## src/rtl/base_decoder_pkg.sv

```systemverilog
// base_decoder_pkg: shared defaults and the one-hot decode helper for base_decoder.
package base_decoder_pkg;
    localparam int DEF_IN_W  = 2;
    localparam int DEF_CNT_W = 8;
    localparam int MAX_IN_W  = 6;
    localparam int MAX_OUT_W = 1 << MAX_IN_W;

    // Shift form keeps X/Z on idx or en visible in the result instead of masking it.
    function automatic logic [MAX_OUT_W-1:0] onehot_decode(input logic [MAX_IN_W-1:0] idx, input logic en);
        return MAX_OUT_W'(en) << idx;
    endfunction
endpackage

```

## src/rtl/base_decoder_stats.sv

```systemverilog
// base_decoder_stats: single saturating hit counter, cleared by async reset.
module base_decoder_stats #(
    parameter int CNT_W = 8
) (
    input  logic             clk,
    input  logic             rst,
    input  logic             inc,
    output logic [CNT_W-1:0] cnt
);
    always_ff @(posedge clk or posedge rst) begin
        if (rst) cnt <= '0;
        else if (inc && cnt != '1) cnt <= cnt + 1'b1;
    end
endmodule

```

## src/rtl/base_decoder.sv

```systemverilog
// base_decoder: binary-to-one-hot decoder with enable, registered copy and status.
// Define BASE_DECODER_STATS_EN to add per-line saturating hit counters (hit_cnt).
module base_decoder
    import base_decoder_pkg::*;
#(
    parameter int IN_W  = DEF_IN_W,
    parameter int CNT_W = DEF_CNT_W,
    localparam int OUT_W = 1 << IN_W
) (
    input  logic             clk,
    input  logic             rst,
    input  logic [IN_W-1:0]  in,
    input  logic             en,
    output logic [OUT_W-1:0] out,
    output logic [OUT_W-1:0] out_q,
    output logic [IN_W-1:0]  idx_q,
    output logic             valid_q
`ifdef BASE_DECODER_STATS_EN
    ,
    output logic [OUT_W*CNT_W-1:0] hit_cnt
`endif
);
    if (IN_W < 1 || IN_W > MAX_IN_W || CNT_W < 2 || CNT_W > 16) begin : g_bad_param
        $error("base_decoder: IN_W or CNT_W out of range");
    end

    assign out = OUT_W'(onehot_decode(MAX_IN_W'(in), en));

    always_ff @(posedge clk or posedge rst) begin
        if (rst) begin
            out_q   <= '0;
            idx_q   <= '0;
            valid_q <= 1'b0;
        end else begin
            out_q   <= out;
            valid_q <= en;
            if (en) idx_q <= in;
        end
    end

`ifdef BASE_DECODER_STATS_EN
    // out[k] already folds in en, so it is exactly the per-line increment.
    for (genvar k = 0; k < OUT_W; k++) begin : g_stats
        base_decoder_stats #(.CNT_W(CNT_W)) u_stats (
            .clk (clk),
            .rst (rst),
            .inc (out[k]),
            .cnt (hit_cnt[k*CNT_W +: CNT_W])
        );
    end
`endif
endmodule

```

## config.mk

```make
export PLATFORM = sky130hd
export DESIGN_NAME = base_decoder
export DESIGN_NICKNAME = d
export VERILOG_FILES = /design/src/rtl/base_decoder_pkg.sv /design/src/rtl/base_decoder_stats.sv /design/src/rtl/base_decoder.sv
export SDC_FILE = /design/constraint.sdc
export NUM_CORES = 1
export LEC_CHECK = 0
export BUFFER_PORTS_ARGS = -buffer_cell sky130_fd_sc_hd__buf_2
export CAP_MARGIN = 20
export CORE_AREA = 10 10 47 49
export CTS_BUF_LIST = sky130_fd_sc_hd__clkbuf_4 sky130_fd_sc_hd__clkbuf_8
export CTS_CLUSTER_DIAMETER = 80
export CTS_CLUSTER_SIZE = 16
export DETAILED_ROUTE_END_ITERATION = 12
export DIE_AREA = 0 0 57 59
export GPL_ROUTABILITY_DRIVEN = 0
export SLEW_MARGIN = 40
export SYNTH_ARGS = -nofsm -noshare
export SYNTH_HDL_FRONTEND = slang
export SYNTH_SLANG_ARGS = --single-unit
export TNS_END_PERCENT = 30
```

## constraint.sdc

```tcl
create_clock -name clk -period 1.4 [get_ports clk]
set_input_delay 0.28 -clock clk [delete_from_list [all_inputs] [get_ports clk]]
set_output_delay 0.28 -clock clk [all_outputs]
set_load 0.01 [all_outputs]
```

==> impl_metrics.toml, run 1 <==
[setup_path]
start_kind = "input pin"
crit_path_frequent_cell = "buf_2"
path_cells = "buf_2, nor3b_1, buf_2"
critPathTopFamily = "buffers and inverters"
timing_worst_setup_path_type = "in2out"
crit_fanout = 7
worstPathRequired_ns = 1.12
r2r_slack_ns = 0.65
max_stage_delay_ns = 0.29
critical-path-slowest-cell = "nor3b_1"
cp-end-kind = "primary output"
cp_num_buf_inv = 2
reg2reg_from = "idx_q[1]$_DFFE_PP0P_"
timing.rr.end = "idx_q[1]$_DFFE_PP0P_"
r2r_cells = 1
cp.arrival_ns = 0.90

[clock_network]
cts_hold_buf = 1
postCtsSetupRepairBufs = 0
cts_tree = "done"
clkTransAtPathRegs_ns = 0.04
clock_latency_ns = 0.25
cts_resized = 0
cts_made_buffers = 3
ctsRootBufferMaster = "clkbuf_4"
h-tree-depth = 1
clock_path_buffers = 2
cts_sinks = 7

[route]
drt-initial-drc-count = 1
dr.pass1.iters = 2
wl_per_cell_um = 12.50
viasPerCell = 3.520
drc_errors = 0
detail-route-antenna-nets = 0
detail_route.wirelength_um = 625
num_vias = 176

[power]
p_sw_mw = 0.1016
clkPwrFrac_pct = 41.9
switching_share_pct = 21.65
ir_drop_mv = 0.2437
p_total_mw = 0.4692
internal-power_mw = 0.3676
leakage_nw = 0.2133
power.density_mw_per_mm2 = 1263
combPwrFrac_pct = 11.5
p_seq_share_pct = 46.5

[sta]
fin_tns_setup_ns = 0
period_share_pct = 84.46
whs_ns = 0.2275
max_freq_mhz = 845.7
max_slew_margin_pct = 80.96
worstMarginPinSlew_ns = 0.2849
drv_slew = 0
hold_violations = 0
skew_ns = 0
grt_setup_unrepaired = "no"
min_period_ns = 1.182
setup_viol = 0

[global_routing]
grt_pass1_wl_um = 910
grt-ovfl-total = 0
grtUsageTotal_pct = 3.871
antenna_found_initial = 0
grt_max_degree = 8
first_global_vias = 201

[synth]
synth_cells = 14
synth_seq_cells = 7
ys_warn_count = 0
syn_nets = 19
ys_seq_area_share_pct = 74.07
ys_types = 6
synth.avg_cell_area_um2 = 16.89
syn-cell-area_um2 = 236.5

[cells_and_area]
nets = 40
drive_gt1_share_pct = 70.59
n_antenna_cell = 0
fillers = 162
area_growth_pct = 57.14

[placed_design]
io_buffer_count = 15
place_hpwl_um = 522.8

[hold_path]
min_to = "valid_q$_DFF_PP0_"
whs_path_depth = 1
holdCritStartpoint = "en"
hp-class = "in2reg"

[die]
core_mm2 = 0.001401
die_y_um = 59
rows = 14
io_pins = 16
start_util_pct = 16.88
die_w_um = 57
die_area_mm2 = 0.003363

[job]
maxCapViolations = 0

[status]
outcome = "complete, no violations"
cells in the mapped netlist, drive strengths merged:
cell,count,area [um^2]
and3b,2,20.02
inv,1,3.750
mux2,2,22.52
dfrtp,7,175.2
nor3b,1,7.510
and3,1,7.510
layout make-up:
type / instances / area [um^2] / area share (%)
Sequential cell: 7 / 175.2 / 47.14
Clock buffer: 4 / 30.03 / 8.081
Tap cell: 16 / 20.02 / 5.387
Multi-Input combinational cell: 6 / 57.56 / 15.49
Inverter: 1 / 3.754 / 1.010
Timing Repair Buffer: 16 / 85.08 / 22.90
power by group through the flow:
stage / Clock (mW) / Combinational, mW / Sequential, mW
4_1_cts: 0.206 / 0.0556 / 0.219
3_5_place_dp: 0 / 0.0531 / 0.222
5_1_grt: 0.212 / 0.0601 / 0.219
6_report: 0.197 / 0.0541 / 0.218
3_3_place_gp: 0 / 0.0525 / 0.222
2_1_floorplan: 0 / 0.0173 / 0.228
state kept, by name, summed over array words and instances (netlist names):
name / cells
idx_q: 2
out_q: 4
valid_q: 1
logic make-up (layout without fill, tap and decap cells):
| logic type | after synthesis | count (layout) | synth area share (%) |
|---|---|---|---|
| buf+inv | 1 | 21 | 1.586 |
| flops | 7 | 7 | 74.07 |
| mux | 2 | 2 | 9.523 |
| simple gates | 4 | 4 | 14.82 |
layer usage:
layer	wire [um]	global-route usage, %	vias to the layer above	share of wire [%]
met4	0	4.027	0	0
met2	158	2.791	16	25
met3	155	5.150	0	25
li1	-	-	89	-
met5	0	0	-	0
met1	312	4.232	71	50
how the worst max path moves through the flow:
stage	start	to	slack [ns]	depth (start not counted)
6_report	en	out[0]	0.22	3
3_3_place_gp	en	out[0]	0.23	3
2_1_floorplan	in[0]	out[0]	0.48	1
5_1_grt	en	out[0]	0.13	3
4_1_cts	en	out[0]	0.21	3
3_5_place_dp	en	out[0]	0.22	3
stage by stage:
step                      utilization [%]  instances  instance area (um^2)  setup slack, ns
after floorplan                         -         14                 236.5           0.4779
after global placement              23.66         45                 331.6           0.2254
after detailed placement            23.66         45                 331.6           0.2169
after CTS                           26.52         50                 371.6           0.2107
after global routing                26.52         50                 371.6           0.1286
final                               26.52         50                 371.6           0.2175
cell usage in the layout, fill, tap and decap left out:
| cell | n |
|---|---|
| and3_2 | 1 |
| and3b_2 | 2 |
| buf_2 | 15 |
| clkbuf_4 | 4 |
| dfrtp_1 | 7 |
| dlygate4sd3_1 | 1 |
| inv_1 | 1 |
| mux2_2 | 2 |
| nor3b_1 | 1 |
(Power assumes the default switching activity.)
==> inputs of run 2 (changes only) <==
==> constraint.sdc (replaced) <==
create_clock -name clk -period 1.07 [get_ports clk]
set_input_delay 0.214 -clock clk [delete_from_list [all_inputs] [get_ports clk]]
set_output_delay 0.214 -clock clk [all_outputs]
set_load 0.01 [all_outputs]
==> run 2 against run 1 <==
Global-route usage grew 0.26 points. Die area unchanged. Non-clock buffer count grew 1. First-iteration DRC count decreased by 100%. Setup slack got worse by 0.14 ns. Largest power group unchanged.
==> impl_metrics.toml, run 2 (same netlist as run 1, synthesis figures left out) <==
[status]
outcome = "complete, no violations"

[global_routing]
grt_max_degree = 8
antenna_found_initial = 0
grtUsageTotal_pct = 4.132
grt-ovfl-total = 0
grt_pass1_wl_um = 966
grt.met1_usage_pct = 5.079
busiest_layer = "met3"
gr-usage-met2_pct = 2.326
grt_use_met3_pct = 5.579
first_global_vias = 214

[cells_and_area]
top_register = "out_q"
fillers = 153
top_regs = "out_q x4, idx_q x2, valid_q x1"
regArea_um2 = 175.2
n_antenna_cell = 0
largest_reg_flops = 4
fin_util_pct = 27.41
area_growth_pct = 62.43
nets = 41
multi_input_area_um2 = 62.56
final_cell_mix = "buf_2 (15), dfrtp_1 (7), clkbuf_4 (4), mux2_2 (2), and3b_2 (2)"
mostFrequentLayoutCell = "buf_2"
drive_gt1_share_pct = 74.29

[setup_path]
worstPathRequired_ns = 0.86
max_stage_delay_ns = 0.38
cp_num_buf_inv = 1
timing_worst_setup_path_type = "reg2out"
path_cells = "buf_2"
start_kind = "flip-flop"
cp.depth = 1
reg2reg_from = "idx_q[0]$_DFFE_PP0P_"
crit_fanout = 2
critPathTopFamily = "flip-flops"
r2r_slack_ns = 0.31
cp.arrival_ns = 0.77
timing.rr.end = "idx_q[0]$_DFFE_PP0P_"
cp-end-kind = "primary output"
startpoint = "idx_q[0]$_DFFE_PP0P_"
critical-path-slowest-cell = "dfrtp_1"
r2r_cells = 1

[sta]
grt_setup_unrepaired = "no"
max_slew_margin_pct = 83.76
hold_violations = 0
max_freq_mhz = 1012
period_share_pct = 92.37
drv_slew = 0
skew_ns = 0
min_period_ns = 0.9883
setup_viol = 0
fin_tns_setup_ns = 0
worstMarginPinSlew_ns = 0.2433

[die]
io_pins = 16
die_y_um = 59
start_util_pct = 16.88
rows = 14
core_mm2 = 0.001401
die_area_mm2 = 0.003363
die_w_um = 57

[route]
num_vias = 197
viasPerCell = 3.863
wl_per_cell_um = 12.94
detail_route.wirelength_um = 660
drc_errors = 0
detail-route-antenna-nets = 0
dr.pass1.iters = 1
drt-initial-drc-count = 0

[clock_network]
clock_latency_ns = 0.25
clkTransAtPathRegs_ns = 0.05
cts_sinks = 7
cts_made_buffers = 3
clock_path_buffers = 2
ctsRootBufferMaster = "clkbuf_4"
cts_tree = "done"
h-tree-depth = 1

[hold_path]
whs_path_depth = 1
holdCritStartpoint = "en"
min_to = "valid_q$_DFF_PP0_"
hp-class = "in2reg"

[power]
leakage_nw = 0.2204
ir_drop_mv = 0.3628
power.density_mw_per_mm2 = 1615

[job]
maxCapViolations = 0

[placed_design]
io_buffer_count = 15
place_hpwl_um = 526.3
==> run 2: stage by stage <==
step	power [mW]	setup slack (ns)	area [um^2]	hold WS, ns	std cells
CTS	0.6324	0.007600	379.1	0.1432	51
floorplan	0.3209	0.2799	236.5	0.01740	14
finish	0.6202	0.08165	384.1	0.1565	51
detailed placement	0.3620	0.01570	339.1	0.1432	46
global placement	0.3617	0.02640	339.1	0.1431	46
global route	0.6621	0.04056	384.1	0.1413	51
==> run 2: power breakdown <==
part           leakage (nW)  internal (mW)  switching (mW)
combinational         0.113         0.0357          0.0387
clock                0.0184          0.167          0.0920
sequential           0.0888          0.280         0.00619
==> run 2: layout make-up <==
type	instances	area share (%)
well taps	16	5.212
repair buffers	17	24.10
multi-input cells	6	16.29
inverters	1	0.9772
clock buffers	4	7.818
flip-flops and latches	7	45.60
==> run 2: worst max-delay path by stage <==
stage	to	slack, ns
after floorplan	out[0]	0.28
after global placement	out[0]	0.03
after detailed placement	out[0]	0.02
after CTS	out[0]	0.008
after global routing	idx_q[0]	0.04
final	idx_q[0]	0.08
==> run 2: routing by layer <==
metal  vias to the layer above  part of all wire [%]
met4                         0                     0
li1                         88                     -
met3                         0                    23
met5                         -                     0
met2                        20                    27
met1                        89                    50
==> run 2: what timing repair did <==
item | in CTS | in global routing
setup buffers | 0 | 0
hold endpoints to repair | 7 | 0
setup endpoints to repair | 0 | 1
resized for setup | 0 | 1
hold buffers | 1 | 0
==> inputs of run 3 (changes only) <==
--- a/config.mk
+++ b/config.mk
@@ -14,6 +14,7 @@
 export DETAILED_ROUTE_END_ITERATION = 12
 export DIE_AREA = 0 0 57 59
 export GPL_ROUTABILITY_DRIVEN = 0
+export MAX_ROUTING_LAYER = met4
 export SLEW_MARGIN = 40
 export SYNTH_ARGS = -nofsm -noshare
 export SYNTH_HDL_FRONTEND = slang
==> run 3 against run 2 <==
Critical path depth did not move. Die area did not move. Global-route usage rose by 0.12 points. Cell area did not move. Largest cell class unchanged. Via count fell by 2.5%.
==> impl_metrics.toml, run 3 (same netlist as run 1, synthesis figures left out) <==
[setup_path]
critPathTopFamily = "flip-flops"
max_stage_delay_ns = 0.38
r2r_slack_ns = 0.31
cp-end-kind = "primary output"
crit_fanout = 2
worstPathRequired_ns = 0.86
cp.arrival_ns = 0.77
timing_worst_setup_path_type = "reg2out"
critical-path-slowest-cell = "dfrtp_1"
cp_num_buf_inv = 1
start_kind = "flip-flop"
path_cells = "buf_2"

[cells_and_area]
mostFrequentLayoutCell = "buf_2"
top_regs = "out_q x4, idx_q x2, valid_q x1"
largest_reg_flops = 4
n_antenna_cell = 0
drive_gt1_share_pct = 74.29
fillers = 153
area_growth_pct = 62.43
top_register = "out_q"
fin_area_um2 = 384.1
final_cell_mix = "buf_2 (15), dfrtp_1 (7), clkbuf_4 (4), mux2_2 (2), and3b_2 (2)"
fin_cells = 51
nets = 41

[placed_design]
place_inst = 46
io_buffer_count = 15
place_hpwl_um = 526.3
dpl_cell_area_um2 = 339.1

[global_routing]
grt-ovfl-total = 0
antenna_found_initial = 0
gr-usage-met2_pct = 2.326
grt_pass1_wl_um = 966
first_global_vias = 214
grtUsageTotal_pct = 4.249
grt_max_degree = 8
grt.met1_usage_pct = 5.683
busiest_layer = "met1"
grt_use_met3_pct = 4.506

[clock_network]
postCtsSetupRepairBufs = 0
ctsRootBufferMaster = "clkbuf_4"
cts_made_buffers = 3
clock_path_buffers = 2
clkTransAtPathRegs_ns = 0.05
h-tree-depth = 1
clock_latency_ns = 0.25
cts_sinks = 7
cts_tree = "done"

[sta]
fin_tns_setup_ns = 0
setup_viol = 0
drv_slew = 0
grt_setup_unrepaired = "no"
period_share_pct = 92.42
max_freq_mhz = 1011
skew_ns = 0
hold_violations = 0
max_slew_margin_pct = 83.62
min_period_ns = 0.9889
worstMarginPinSlew_ns = 0.2455

[die]
die_area_mm2 = 0.003363
start_util_pct = 16.88
io_pins = 16
die_y_um = 59
core_mm2 = 0.001401
rows = 14
die_w_um = 57

[route]
drc_errors = 0
drt-initial-drc-count = 1
dr.pass1.iters = 2
detail-route-antenna-nets = 0
wl_per_cell_um = 12.76
detail_route.wirelength_um = 651
num_vias = 192
viasPerCell = 3.765

[power]
ir_drop_mv = 0.3636
leakage_nw = 0.2204
power.density_mw_per_mm2 = 1613
p_total_mw = 0.6197

[job]
maxCapViolations = 0

[hold_path]
hp-class = "in2reg"

[status]
outcome = "complete, no violations"
[run 3: path summary, 6_finish.rpt]
check / startpoint / endpoint / depth (start not counted)
setup reg to reg: idx_q[0]$_DFFE_PP0P_ / idx_q[0]$_DFFE_PP0P_ / 1
setup / recovery: idx_q[0]$_DFFE_PP0P_ / idx_q[0] / 1
min in group asynchronous: rst / out_q[2]$_DFF_PP0_ / 3
max in group asynchronous: rst / out_q[0]$_DFF_PP0_ / 3
hold / removal: en / valid_q$_DFF_PP0_ / 1
hold reg to reg: idx_q[1]$_DFFE_PP0P_ / idx_q[1]$_DFFE_PP0P_ / 1
[run 3: per-stage QoR]
| stage | util [%] | setup slack [ns] | hold slack (ns) |
|---|---|---|---|
| after floorplan | - | 0.2799 | 0.01740 |
| after global placement | 24.20 | 0.02640 | 0.1431 |
| after detailed placement | 24.20 | 0.01570 | 0.1432 |
| after CTS | 27.05 | 0.007600 | 0.1432 |
| after global routing | 27.41 | 0.04056 | 0.1413 |
| final | 27.41 | 0.08109 | 0.1577 |
[run 3: report_power, final]
part | switching [mW] | internal, mW
combinational | 0.0386 | 0.0357
clock | 0.0914 | 0.167
sequential | 0.00633 | 0.280
total | 0.136 | 0.483
[run 3: layout make-up]
class	count	area [um^2]	share of cell area, %
inverters	1	3.754	0.9772
well taps	16	20.02	5.212
multi-input cells	6	62.56	16.29
repair buffers	17	92.59	24.10
clock buffers	4	30.03	7.818
flip-flops and latches	7	175.2	45.60
[run 3: layer usage]
| metal | part of all wire [%] | up-vias |
|---|---|---|
| li1 | - | 89 |
| met1 | 57 | 87 |
| met2 | 26 | 16 |
| met3 | 17 | 0 |
| met4 | 0 | 0 |
| met5 | 0 | - |
[run 3: what timing repair did]
item / CTS / global route
resized for setup: 0 / 1
hold endpoints to repair: 7 / 0
hold buffers: 1 / 0
endpoints found under the setup margin: 0 / 1
